**src/rtl/gnrl_dffl.sv**
```systemverilog
// General DFF cell with load enable and no reset; used for datapath storage
// whose contents are don't-care until written.
module gnrl_dffl #(
  parameter int DW = 32
) (
  input  logic          lden,
  input  logic [DW-1:0] dnxt,
  output logic [DW-1:0] qout,
  input  logic          clk
);

  always_ff @(posedge clk) begin
    if (lden) qout <= dnxt;
  end

endmodule

```
**src/rtl/gnrl_dfflr.sv**
```systemverilog
// General DFF cell with load enable and asynchronous active-low reset to zero.
module gnrl_dfflr #(
  parameter int DW = 32
) (
  input  logic          lden,
  input  logic [DW-1:0] dnxt,
  output logic [DW-1:0] qout,
  input  logic          clk,
  input  logic          rstn
);

  always_ff @(posedge clk or negedge rstn) begin
    if (!rstn)     qout <= '0;
    else if (lden) qout <= dnxt;
  end

endmodule

```
**src/rtl/gnrl_dfflrs.sv**
```systemverilog
// General DFF cell with load enable and asynchronous active-low reset to all ones.
module gnrl_dfflrs #(
  parameter int DW = 32
) (
  input  logic          lden,
  input  logic [DW-1:0] dnxt,
  output logic [DW-1:0] qout,
  input  logic          clk,
  input  logic          rstn
);

  always_ff @(posedge clk or negedge rstn) begin
    if (!rstn)     qout <= '1;
    else if (lden) qout <= dnxt;
  end

endmodule

```
**src/rtl/gnrl_fifo.sv**
```systemverilog
// Valid/ready FIFO of DP entries built from the general DFF cells. Handshake
// outputs come straight from flag registers, so there is no input->output path.
module gnrl_fifo #(
  parameter int DW = 32,
  parameter int DP = 4
) (
  input  logic                     clk,
  input  logic                     rstn,
  input  logic                     flush,
  input  logic                     i_vld,
  output logic                     i_rdy,
  input  logic [DW-1:0]            i_dat,
  output logic                     o_vld,
  input  logic                     o_rdy,
  output logic [DW-1:0]            o_dat,
  output logic [$clog2(DP+1)-1:0]  cnt
);

  localparam int PTRW = (DP > 1) ? $clog2(DP) : 1;
  localparam int CNTW = $clog2(DP + 1);

  logic [PTRW-1:0] wptr, rptr, wptr_nxt, rptr_nxt;
  logic [CNTW-1:0] cnt_r, cnt_nxt;
  logic            full, empty, full_nxt, empty_nxt;
  logic            wr, rd;
  logic [DW-1:0]   mem [DP];

  assign i_rdy = ~full;
  assign o_vld = ~empty;
  assign wr    = i_vld & ~full;
  assign rd    = o_rdy & ~empty;
  assign cnt   = cnt_r;
  assign o_dat = mem[rptr];

  // Explicit compare-and-wrap keeps pointers legal for non-power-of-two depths.
  always_comb begin
    wptr_nxt = '0;
    rptr_nxt = '0;
    if (!flush && (wptr != PTRW'(DP - 1))) wptr_nxt = wptr + PTRW'(1);
    if (!flush && (rptr != PTRW'(DP - 1))) rptr_nxt = rptr + PTRW'(1);
  end

  // Only evaluated when exactly one of wr/rd fires or on flush.
  always_comb begin
    cnt_nxt   = '0;
    full_nxt  = 1'b0;
    empty_nxt = 1'b1;
    if (!flush) begin
      cnt_nxt   = wr ? (cnt_r + CNTW'(1)) : (cnt_r - CNTW'(1));
      full_nxt  = wr & (cnt_r == CNTW'(DP - 1));
      empty_nxt = rd & (cnt_r == CNTW'(1));
    end
  end

  gnrl_dfflr #(.DW(PTRW)) u_wptr (
    .lden (wr | flush),
    .dnxt (wptr_nxt),
    .qout (wptr),
    .clk  (clk),
    .rstn (rstn)
  );

  gnrl_dfflr #(.DW(PTRW)) u_rptr (
    .lden (rd | flush),
    .dnxt (rptr_nxt),
    .qout (rptr),
    .clk  (clk),
    .rstn (rstn)
  );

  gnrl_dfflr #(.DW(CNTW)) u_cnt (
    .lden ((wr ^ rd) | flush),
    .dnxt (cnt_nxt),
    .qout (cnt_r),
    .clk  (clk),
    .rstn (rstn)
  );

  gnrl_dfflr #(.DW(1)) u_full (
    .lden ((wr ^ rd) | flush),
    .dnxt (full_nxt),
    .qout (full),
    .clk  (clk),
    .rstn (rstn)
  );

  gnrl_dfflrs #(.DW(1)) u_empty (
    .lden ((wr ^ rd) | flush),
    .dnxt (empty_nxt),
    .qout (empty),
    .clk  (clk),
    .rstn (rstn)
  );

  for (genvar i = 0; i < DP; i++) begin : g_mem
    gnrl_dffl #(.DW(DW)) u_ent (
      .lden (wr & (wptr == PTRW'(i))),
      .dnxt (i_dat),
      .qout (mem[i]),
      .clk  (clk)
    );
  end

`ifdef ENABLE_SV_ASSERTION
`ifndef FPGA_SOURCE
  a_no_x: assert property (@(posedge clk) disable iff (!rstn)
    !$isunknown({i_vld, o_rdy, flush}));
  a_cnt_range: assert property (@(posedge clk) disable iff (!rstn)
    cnt_r <= CNTW'(DP));
  a_flags: assert property (@(posedge clk) disable iff (!rstn)
    !(full & empty));
`endif
`endif

endmodule

```
**config.mk**
```make
export PLATFORM = sky130hd
export DESIGN_NAME = gnrl_fifo
export DESIGN_NICKNAME = d
export VERILOG_FILES = /design/src/rtl/gnrl_dffl.sv /design/src/rtl/gnrl_dfflr.sv /design/src/rtl/gnrl_dfflrs.sv /design/src/rtl/gnrl_fifo.sv
export SDC_FILE = /design/constraint.sdc
export NUM_CORES = 1
export LEC_CHECK = 0
export CAP_MARGIN = 30
export CORE_MARGIN = 1.5
export CORE_UTILIZATION = 49
export DETAILED_ROUTE_END_ITERATION = 7
export GPL_ROUTABILITY_DRIVEN = 0
export PLACE_DENSITY_LB_ADDON = 0.3
export SLEW_MARGIN = 5
export SYNTH_ARGS = -nofsm -noshare
export SYNTH_HDL_FRONTEND = slang
export SYNTH_HIERARCHICAL = 1
export SYNTH_SLANG_ARGS = --single-unit
```
**constraint.sdc**
```tcl
create_clock -name clk -period 1.9 [get_ports clk]
set_clock_uncertainty 0.2 [all_clocks]
set_input_delay 0.38 -clock clk [delete_from_list [all_inputs] [get_ports clk]]
set_output_delay 0.38 -clock clk [all_outputs]
set_load 0.005 [all_outputs]
```
Word level (Yosys, flattened, before mapping)
Index checks and enable logic that the tools add are counted.
{"block": "word_totals", "regBits": 137, "latch_bits": 0, "ram_bits": 0, "mem_bits_ro": 0, "output_inout_bits": 37, "memories": 0}
{"block": "op_classes", "n_addsub": 4, "multipliers": 0, "n_div": 0, "magnitude_cmp": 1, "eq_ne": 7, "n_shift": 0, "muxes": 9, "bitwise": 15, "reduce_logical": 4}
{"operator": "32-bit binary-select mux with 2-bit select", "count": 1}
{"operator": "32-bit two-way mux", "count": 2}
{"operator": "1-bit AND", "count": 8}
{"operator": "3-bit two-way mux", "count": 2}
{"operator": "2-bit by 1-bit adder with 2-bit output (second input constant)", "count": 2}
{"operator": "2-bit == test (second input constant)", "count": 2}
{"operator": "2-bit two-way mux", "count": 2}
{"operator": "2-bit != test (second input constant)", "count": 2}
{"operator": "3-bit by 1-bit adder with 3-bit output (second input constant)", "count": 1}
{"operator": "3-bit by 1-bit == test with 1-bit output (second input constant)", "count": 1}
{"operator": "3-bit by 2-bit == test with 1-bit output (second input constant)", "count": 1}
{"operator": "3-bit >= comparator (second input constant)", "count": 1}
{"operator": "2-bit NOT with 3-bit output", "count": 1}
{"operator": "1-bit bitwise OR", "count": 3}
{"operator": "3-bit by 1-bit subtractor with 3-bit output (second input constant)", "count": 1}
{"operator": "2-bit by 1-bit == test with 1-bit output (second input constant)", "count": 1}
{"operator": "1-bit logical AND", "count": 2}
{"operator": "2-bit logical NOT", "count": 1}
{"operator": "1-bit two-way mux", "count": 2}
{"operator": "1-bit NOT", "count": 2}
{"operator": "1-bit logical NOT", "count": 1}
{"operator": "1-bit bitwise XOR", "count": 1}

Logic depth before layout (Yosys ltp)
Gate-level depths: netlist of run 1.
{"block": "depth", "depth_word": 4, "mapped_depth": 6}

Cells and area by module
The synthesis of run 1 kept the hierarchy.
{"module": "gnrl_dffl", "n_inst": 4, "cells_per_inst": 32, "area_each_um2": 960.9, "seq_area_each_um2": 960.9}
{"module": "gnrl_fifo", "n_inst": 1, "cells_per_inst": 79, "area_each_um2": 1109.8, "seq_area_each_um2": 0.0}
{"module": "gnrl_dfflr at u_rptr ...", "n_inst": 2, "cells_per_inst": 4, "area_each_um2": 72.6, "seq_area_each_um2": 50.0}
{"module": "gnrl_dfflr at u_cnt", "n_inst": 1, "cells_per_inst": 6, "area_each_um2": 108.9, "seq_area_each_um2": 75.1}
{"module": "gnrl_dfflrs", "n_inst": 1, "cells_per_inst": 2, "area_each_um2": 41.3, "seq_area_each_um2": 26.3}
{"module": "gnrl_dfflr at u_full", "n_inst": 1, "cells_per_inst": 2, "area_each_um2": 40.0, "seq_area_each_um2": 25.0}

Least setup slack after synthesis of run 1
Ideal clock, no wire load.
{"block": "synth_timing", "path_type": "input to register", "from": "input port i_vld", "to": "register g_mem[0].u_ent.qout[0], enable pin", "setup_ps": 392, "t_arrival_ps": 1478, "required_time_ps": 1308, "setup_slack_ps": -170, "stages": 3, "n_path_buf": 1, "path_cell_list": "nor2b_1 -> buf_2 -> and2_1"}
{"block": "synth_via", "elab_chain_len": 2}
{"item": "start, declared", "line_no": "gnrl_fifo.sv:10", "text": "input logic i_vld,"}
{"item": "1-bit AND", "line_no": "gnrl_fifo.sv:30", "text": "assign wr = i_vld & ~full;"}
{"item": "1-bit AND", "line_no": "gnrl_fifo.sv:97", "text": ".lden (wr & (wptr == PTRW'(i))),"}
{"item": "end signal, assigned", "line_no": "gnrl_dffl.sv:13", "text": "if (lden) qout <= dnxt;"}
{"item": "end, declared", "line_no": "gnrl_dffl.sv:8", "text": "output logic [DW-1:0] qout,"}
No other way between the ends.
A chain may end at the register's enable or synchronous reset.

Final worst setup path of run 1
{"block": "layout_timing", "from": "register u_rptr.qout[0]", "to": "output port o_dat[28]"}
{"block": "layout_via", "elab_chain_len": 4}
{"item": "start, declared", "line_no": "gnrl_dfflr.sv:7", "text": "output logic [DW-1:0] qout,"}
{"item": "start signal, assigned", "line_no": "gnrl_dfflr.sv:14", "text": "else if (lden) qout <= dnxt;"}
{"item": "2-bit NOT with 3-bit output (implied by the code)", "line_no": "gnrl_fifo.sv:33", "text": "assign o_dat = mem[rptr];"}
{"item": "32-bit binary-select mux with 2-bit select", "line_no": "gnrl_fifo.sv:33"}
{"item": "32-bit two-way mux (implied by the code) (2 in series)", "line_no": "gnrl_fifo.sv:33"}
{"item": "end, declared", "line_no": "gnrl_fifo.sv:15", "text": "output logic [DW-1:0] o_dat,"}
No other way between the ends. The select of a mux whose other input is x is not followed.

==> results of run 1 <==
==> final timing paths <==
kind / end / slack, ns / cells after the start
max reg2reg: u_rptr/qout[1] / 0.07 / 6
min in group asynchronous: u_cnt/qout[1] / 0.53 / 2
max: o_dat[28] / -0.56 / 4
min: g_mem[2].u_ent/qout[25] / 0.32 / 1
min reg2reg: u_wptr/qout[0] / 0.40 / 1
max in group asynchronous: u_rptr/qout[0] / 0.63 / 2
==> state kept, by name, summed over array words and instances, names as in the netlist <==
register	cells
u_cnt/qout	3
u_full/qout	1
g_mem.u_ent/qout	128
u_rptr/qout	2
u_wptr/qout	2
u_empty/qout	1
==> repair_timing <==
action                                 CTS  global route
gates resized for setup                148            12
endpoints found under the hold margin    8             0
cloned                                   3             0
hold buffers                             1             0
setup endpoints to repair               37            34
setup buffers                           15             3
==> metrics by stage <==
stage | setup WS [ns] | setup TNS [ns] | power (mW) | hold WS, ns | instances
2_1_floorplan | 0.162 | 0 | 5.03 | -0.116 | 225
5_1_grt | -0.630 | -18.54 | 9.91 | 0.296 | 492
4_1_cts | -0.653 | -18.62 | 9.62 | 0.284 | 495
3_3_place_gp | -0.314 | -36.43 | 6.25 | 0.336 | 446
6_report | -0.565 | -16.37 | 9.51 | 0.316 | 492
3_5_place_dp | -0.346 | -37.47 | 6.29 | 0.337 | 446
==> worst max-delay path: stages, from the launching register on <==
cell and delay (ns):
dfrtp_2 0.44, buf_12 0.13, buf_12 0.13, mux4_2 0.53, buf_2 0.15
==> placed cells by master (no fill, tap or decap), types with 2 or more instances in the layout <==
cell type        instances
and2_2                   4
buf_12                  15
buf_2                   29
buf_4                   15
buf_6                    7
bufinv_16                4
clkbuf_16               16
clkdlybuf4s50_1         36
clkinv_2                 3
clkinv_4                 4
dfrtp_1                  5
dfrtp_2                  3
dlygate4sd2_1            4
edfxtp_1               128
ha_1                     8
inv_1                    7
mux2_2                   6
mux2_4                   3
mux4_2                  32
nor2_1                   3
nor2b_1                  2
nor3_1                   2
or2_2                    2
xor2_1                   2
==> layer usage <==
layer  track usage  share of wire  vias up  wire length, um
met5             0              0        -                0
met4        0.0600         0.0031        0               30
met3        0.0492          0.045        2              434
met2         0.318           0.55       68             5300
met1         0.232           0.41     1353             3930
li1              -              -     1167                -
==> logic make-up after synthesis <==
group,count (synthesis)
AOI/OAI and AO/OA,2
DFF,137
buffers and inverters,16
muxes,41
and+or+nand+nor,17
xor gates and xnor gates,3
adders and majority gates,9
==> layout make-up <==
type | count | area [sq um] | area share
clock inverter | 14 | 198 | 0.0280
clock buffer | 17 | 414 | 0.0586
tap | 136 | 170 | 0.0241
multi-input combinational | 72 | 1110 | 0.158
timing repair buffer | 109 | 1070 | 0.151
inverter | 7 | 26.3 | 0.00372
sequential | 137 | 4070 | 0.577
==> where the power goes <==
group | leakage [nW] | internal (mW) | switching, mW
clock network | 0.300 | 2.14 | 1.20
logic | 0.932 | 1.38 | 0.979
registers | 1.29 | 3.69 | 0.126
total | 2.52 | 7.21 | 2.31
==> impl_metrics.csv, run 1 <==
group,metric,value,unit
critical_path,arrival,1.88,ns
logic_synthesis,yosysMostFrequentCell,"edfxtp_1",
logic_synthesis,synth_xor_xnor_area_share,0.00497,
outcome,status,"complete, but fails checks",
clock_network,cts_buffer_depth,2,
floorplanning,initial_core_util,0.508,
min_path,hp-class,"in -> reg",
floorplanning,rows,37,
power,p_per_area,1350,mW/mm^2
logic_synthesis,yosysUniqueCellTypes,25,
place,io_buffer_count,73,
logic_synthesis,async_flop_share,0.0657,
outcome,violations,"setup timing",
drt,drt-initial-drc-count,135,
final_layout,final_core_util,0.678,
critical_path,crit_path_max_fanout,8,
drt,postRouteAntennaNets,0,
floorplanning,die_w,107,um
clock_network,root_buffer,"clkbuf_8",
logic_synthesis,synth-simple-area-share,0.0192,
sta,finalCriticalPeriod,2.46,ns
critical_path,worst_setup_path_end_kind,"output port",
logic_synthesis,synth_mux_area_frac,0.159,
logic_synthesis,synth_area,0.00529,sq mm
clock_network,htreeDepth,4,
sta,worstMarginPinSlew,0.449,ns
clock_network,cts_made_buffers,17,
floorplanning,ios,74,
logic_synthesis,synth_top_family_by_area,"multiplexers",
sta,timing.final.crit_share,1.30,
global_route,grt_max_degree,19,
sta,relSlewSlack,0.700,
clock_network,cts_tree,"yes",
critical_path,critPathLaunchType,"register",
drt,vias_per_cell,5.26,
sta,setup_viol_count_final,32,
logic_synthesis,synth_edf_count,128,
global_route,grt_usage,0.186,
drt,vias,2590,
power,power.leakage,2.52,nW
logic_synthesis,synth-adder-area-share,0.0213,
sta,rsz0062_at_grt,"yes",
logic_synthesis,yosysTopAreaCell,"edfxtp_1",
clock_network,clk_pin_slew,0.06,ns
logic_synthesis,yosys-top-cells-count,"edfxtp_1 (128), mux4_2 (29), ha_1 (9)",
logic_synthesis,ys_ff_latch,137,
logic_synthesis,syn_nets,271,
final_layout,drive_above_1_share,0.427,
drt,drt-total-wl,9700,um
logic_synthesis,synth-warning-count,6,
floorplanning,dieArea,0.0114,sq mm
power,ir_drop,822,uV
drt,routedWlPerCell,19.7,um
logic_synthesis,synth_top_area_frac,0.727,
logic_synthesis,netlist_instances,225,
place,dpl_cell_area,0.00641,sq mm
logic_synthesis,syn_avg_cell_area,23.5,sq um
sta,slew_viol_final,0,
critical_path,reg2reg_from,"u_rptr/qout[0]",
final_layout,nNetsFinal,390,
final_layout,finish.instance_area,0.00706,sq mm
clock_network,clkSinkCount,137,
min_path,worstHoldStart,"i_dat[25]",
logic_synthesis,seq_area_frac_synth,0.770,
drt,route.detailed.drc,0,
sta,clock.fmax,406,MHz
critical_path,required,1.32,ns
global_route,antenna_found_initial,1,
run,max-cap-violations,0,
logic_synthesis,synth_compound_area_frac,0.00308,
final_layout,syn_to_final_growth,33.5,%
logic_synthesis,synth.top_cells.by_area,"edfxtp_1 (73%), mux4_2 (12%), dfrtp_1 (3.8%)",
floorplanning,die_h,107,um
place,dp_hpwl,5630,um
critical_path,critPathLaunch,"u_rptr/qout[0]",
logic_synthesis,ys.flop_type,"edfxtp_1",
final_layout,antenna-diode-count,0,
drt,drt_pre_antenna_iters,4,
sta,setup_ws,-0.565,ns
global_route,grt_overflow_total,0,
clock_network,clock_latency,0.50,ns
sta,finalHoldViolCount,0,
floorplanning,core_area,0.0104,sq mm
global_route,grt_pass1_vias,2877,
critical_path,path_class,"reg -> out",
global_route,grt_pass1_wl,15100,um
final_layout,fill_cells,667,
(Power assumes the default switching activity.)
==> run 2: changes to the inputs <==
- ABC_AREA: default -> 1
- CAP_MARGIN: 30 -> 20
- CORE_UTILIZATION: 49 -> 50
- SLEW_MARGIN: 5 -> 10
==> impl_metrics.csv, run 2 <==
group,metric,value,unit
drt,route.detailed.drc,0,
sta,rsz0062_at_grt,"yes",
final_layout,reg_top3,"g_mem.u_ent/qout (128), u_cnt/qout (3)",
power,clkPwrFrac,0.338,
floorplanning,rows,39,
logic_synthesis,synth-warning-count,6,
critical_path,arrival,1.68,ns
sta,fin_hold_ws,0.0933,ns
power,swShare,0.275,
power,internal_power,6.39,mW
logic_synthesis,yosysTopAreaCell,"edfxtp_1",
clock_network,clock_latency,0.41,ns
final_layout,syn_to_final_growth,30.4,%
global_route,grt_usage,0.201,
clock_network,clkSinkCount,137,
critical_path,required,1.32,ns
final_layout,ff_latch_area,0.00407,sq mm
final_layout,stdcell_count,843,
final_layout,antenna-diode-count,0,
critical_path,crit_path_max_fanout,10,
power,p_per_area,1120,mW/mm^2
final_layout,fill_cells,846,
clock_network,cts_tree,"yes",
floorplanning,dieArea,0.0127,sq mm
power,p_total,8.80,mW
outcome,status,"complete, but fails checks",
sta,relSlewSlack,0.684,
clock_network,holdBufCountCts,0,
floorplanning,die_h,113,um
global_route,grt_pass1_vias,3973,
floorplanning,core_area,0.0116,sq mm
sta,worstMarginPinSlew,0.473,ns
sta,finalCriticalPeriod,2.26,ns
final_layout,final_cell_mix,"nand2_1 (168), edfxtp_1 (128), inv_1 (117)",
global_route,grt_pass1_wl,19400,um
sta,setup_viol_count_final,32,
logic_synthesis,synth.top_cells.by_area,"edfxtp_1 (64%), nand2_1 (11%), inv_1 (7.3%)",
power,p_seq_frac,0.415,
global_route,grt_overflow_total,0,
sta,timing.final.crit_share,1.19,
logic_synthesis,async_flop_share,0.0657,
run,max-cap-violations,0,
min_path,hp-class,"in -> async",
power,p_comb_frac,0.246,
final_layout,nNetsFinal,733,
sta,clock.fmax,442,MHz
place,placed_cells,788,
power,p_sw,2.42,mW
drt,routedWlPerCell,15.6,um
logic_synthesis,yosysMostFrequentCell,"nand2_1",
drt,drt_pre_antenna_iters,4,
floorplanning,initial_core_util,0.520,
logic_synthesis,synth_edf_count,128,
critical_path,path_class,"reg -> out",
critical_path,ff2ff_path_depth,7,
sta,setup_ws,-0.365,ns
final_layout,top_register,"g_mem.u_ent/qout",
logic_synthesis,netlist_instances,571,
critical_path,critPathLaunchType,"register",
floorplanning,ios,74,
clock_network,root_buffer,"clkbuf_16",
clock_network,htreeDepth,4,
drt,drt-total-wl,13200,um
critical_path,worst_setup_path_end_kind,"output port",
sta,finalHoldViolCount,0,
sta,slew_viol_final,0,
logic_synthesis,yosys-top-cells-count,"nand2_1 (169), edfxtp_1 (128), inv_1 (118)",
logic_synthesis,syn_nets,617,
logic_synthesis,ys.flop_type,"edfxtp_1",
power,ir_drop,586,uV
final_layout,final_common_cell,"nand2_1",
place,dp_hpwl,7350,um
final_layout,multiInputGateArea,0.00141,sq mm
clock_network,cts_made_buffers,17,
global_route,grt_max_degree,40,
clock_network,clk_pin_slew,0.06,ns
drt,drt-initial-drc-count,236,
logic_synthesis,seq_area_frac_synth,0.674,
clock_network,cts_buffer_depth,2,
place,io_buffer_count,73,
logic_synthesis,ys_ff_latch,137,
final_layout,drive_above_1_share,0.167,
logic_synthesis,syn_avg_cell_area,10.6,sq um
power,power.leakage,3.53,nW
drt,vias_per_cell,4.90,
outcome,violations,"setup timing",
global_route,antenna_found_initial,0,
drt,vias,4132,
final_layout,largest_reg_flops,128,
logic_synthesis,synth_area,0.00604,sq mm
logic_synthesis,synth_top_area_frac,0.637,
logic_synthesis,yosysUniqueCellTypes,21,
floorplanning,die_w,113,um
drt,postRouteAntennaNets,0,
[run 2: changes by cell type in the layout (fill, tap and decap cells not counted), sizes merged, moves of 21 or more]
| cell | previous run | this run |
|---|---|---|
| buf | 67 | 46 |
| nand3 | 0 | 66 |
| clkbuf | 17 | 50 |
| or2 | 2 | 32 |
| inv | 9 | 121 |
| mux4 | 32 | 0 |
| nand2 | 0 | 169 |
[run 2: per-layer routing]
layer,global-route usage,vias to the layer above,share of wire
met3,0.0439,15,0.059
li1,-,2037,-
met1,0.243,1952,0.41
met4,0.0825,0,0.015
met5,0,-,0
met2,0.353,128,0.52
[run 2: cell type report]
class                      count  share of cell area
clock buffer                  21              0.0559
inverter                     120              0.0575
multi-input combinational    292               0.179
sequential                   137               0.517
timing repair buffer         119               0.155
tap                          143              0.0227
clock inverter                11              0.0127
[run 2: power groups by stage]
stage / combinational (mW) / sequential, mW / clock (mW)
final: 2.17 / 3.66 / 2.98
after global routing: 2.39 / 3.68 / 3.17
after CTS: 2.04 / 3.65 / 3.01
after detailed placement: 2.09 / 3.72 / 0
after global placement: 2.04 / 3.71 / 0
after floorplan: 1.02 / 3.70 / 0
[run 2: worst max-delay path: stages (launching register included)]
cell       delay (ns)
dfrtp_2          0.50
buf_6            0.17
clkbuf_16        0.16
or2_0            0.19
nand3_1          0.07
nand2_1          0.07
clkbuf_2         0.11
[run 2: cells by family after synthesis]
| logic type | count (synthesis) | share of synthesized area |
|---|---|---|
| buf+inv | 142 | 0.101 |
| flops | 137 | 0.674 |
| compound gates | 2 | 0.00166 |
| fa+ha+maj | 9 | 0.0186 |
| simple gates | 281 | 0.205 |
[run 2: final timing paths]
check | from | end | slack (ns)
setup / recovery | u_rptr/qout[0] | o_dat[13] | -0.36
max in group asynchronous | rstn | u_rptr/qout[0] | 1.05
min in group clk | u_empty/qout | u_empty/qout | 0.27
hold / removal | rstn | u_cnt/qout[1] | 0.09
hold reg to reg | u_empty/qout | u_empty/qout | 0.27
setup reg to reg | u_rptr/qout[0] | u_rptr/qout[1] | 0.07
[run 2: stage by stage]
| step | area, sq um | worst slack (ns) | setup TNS [ns] | util |
|---|---|---|---|---|
| after global placement | 7140 | -0.134 | -9.75 | 0.615 |
| after global routing | 7870 | -0.444 | -13.17 | 0.678 |
| final | 7870 | -0.365 | -10.67 | 0.678 |
| after CTS | 7700 | -0.608 | -12.87 | 0.663 |
| after detailed placement | 7140 | -0.156 | -13.91 | 0.615 |
| after floorplan | 6050 | -0.222 | -28.41 | - |
[run 2: what timing repair did]
action | in CTS | in global routing
pin swaps | 0 | 37
endpoints found under the setup margin | 37 | 33
gates resized for setup | 52 | 60
gates cloned | 0 | 7
buffers inserted | 3 | 13
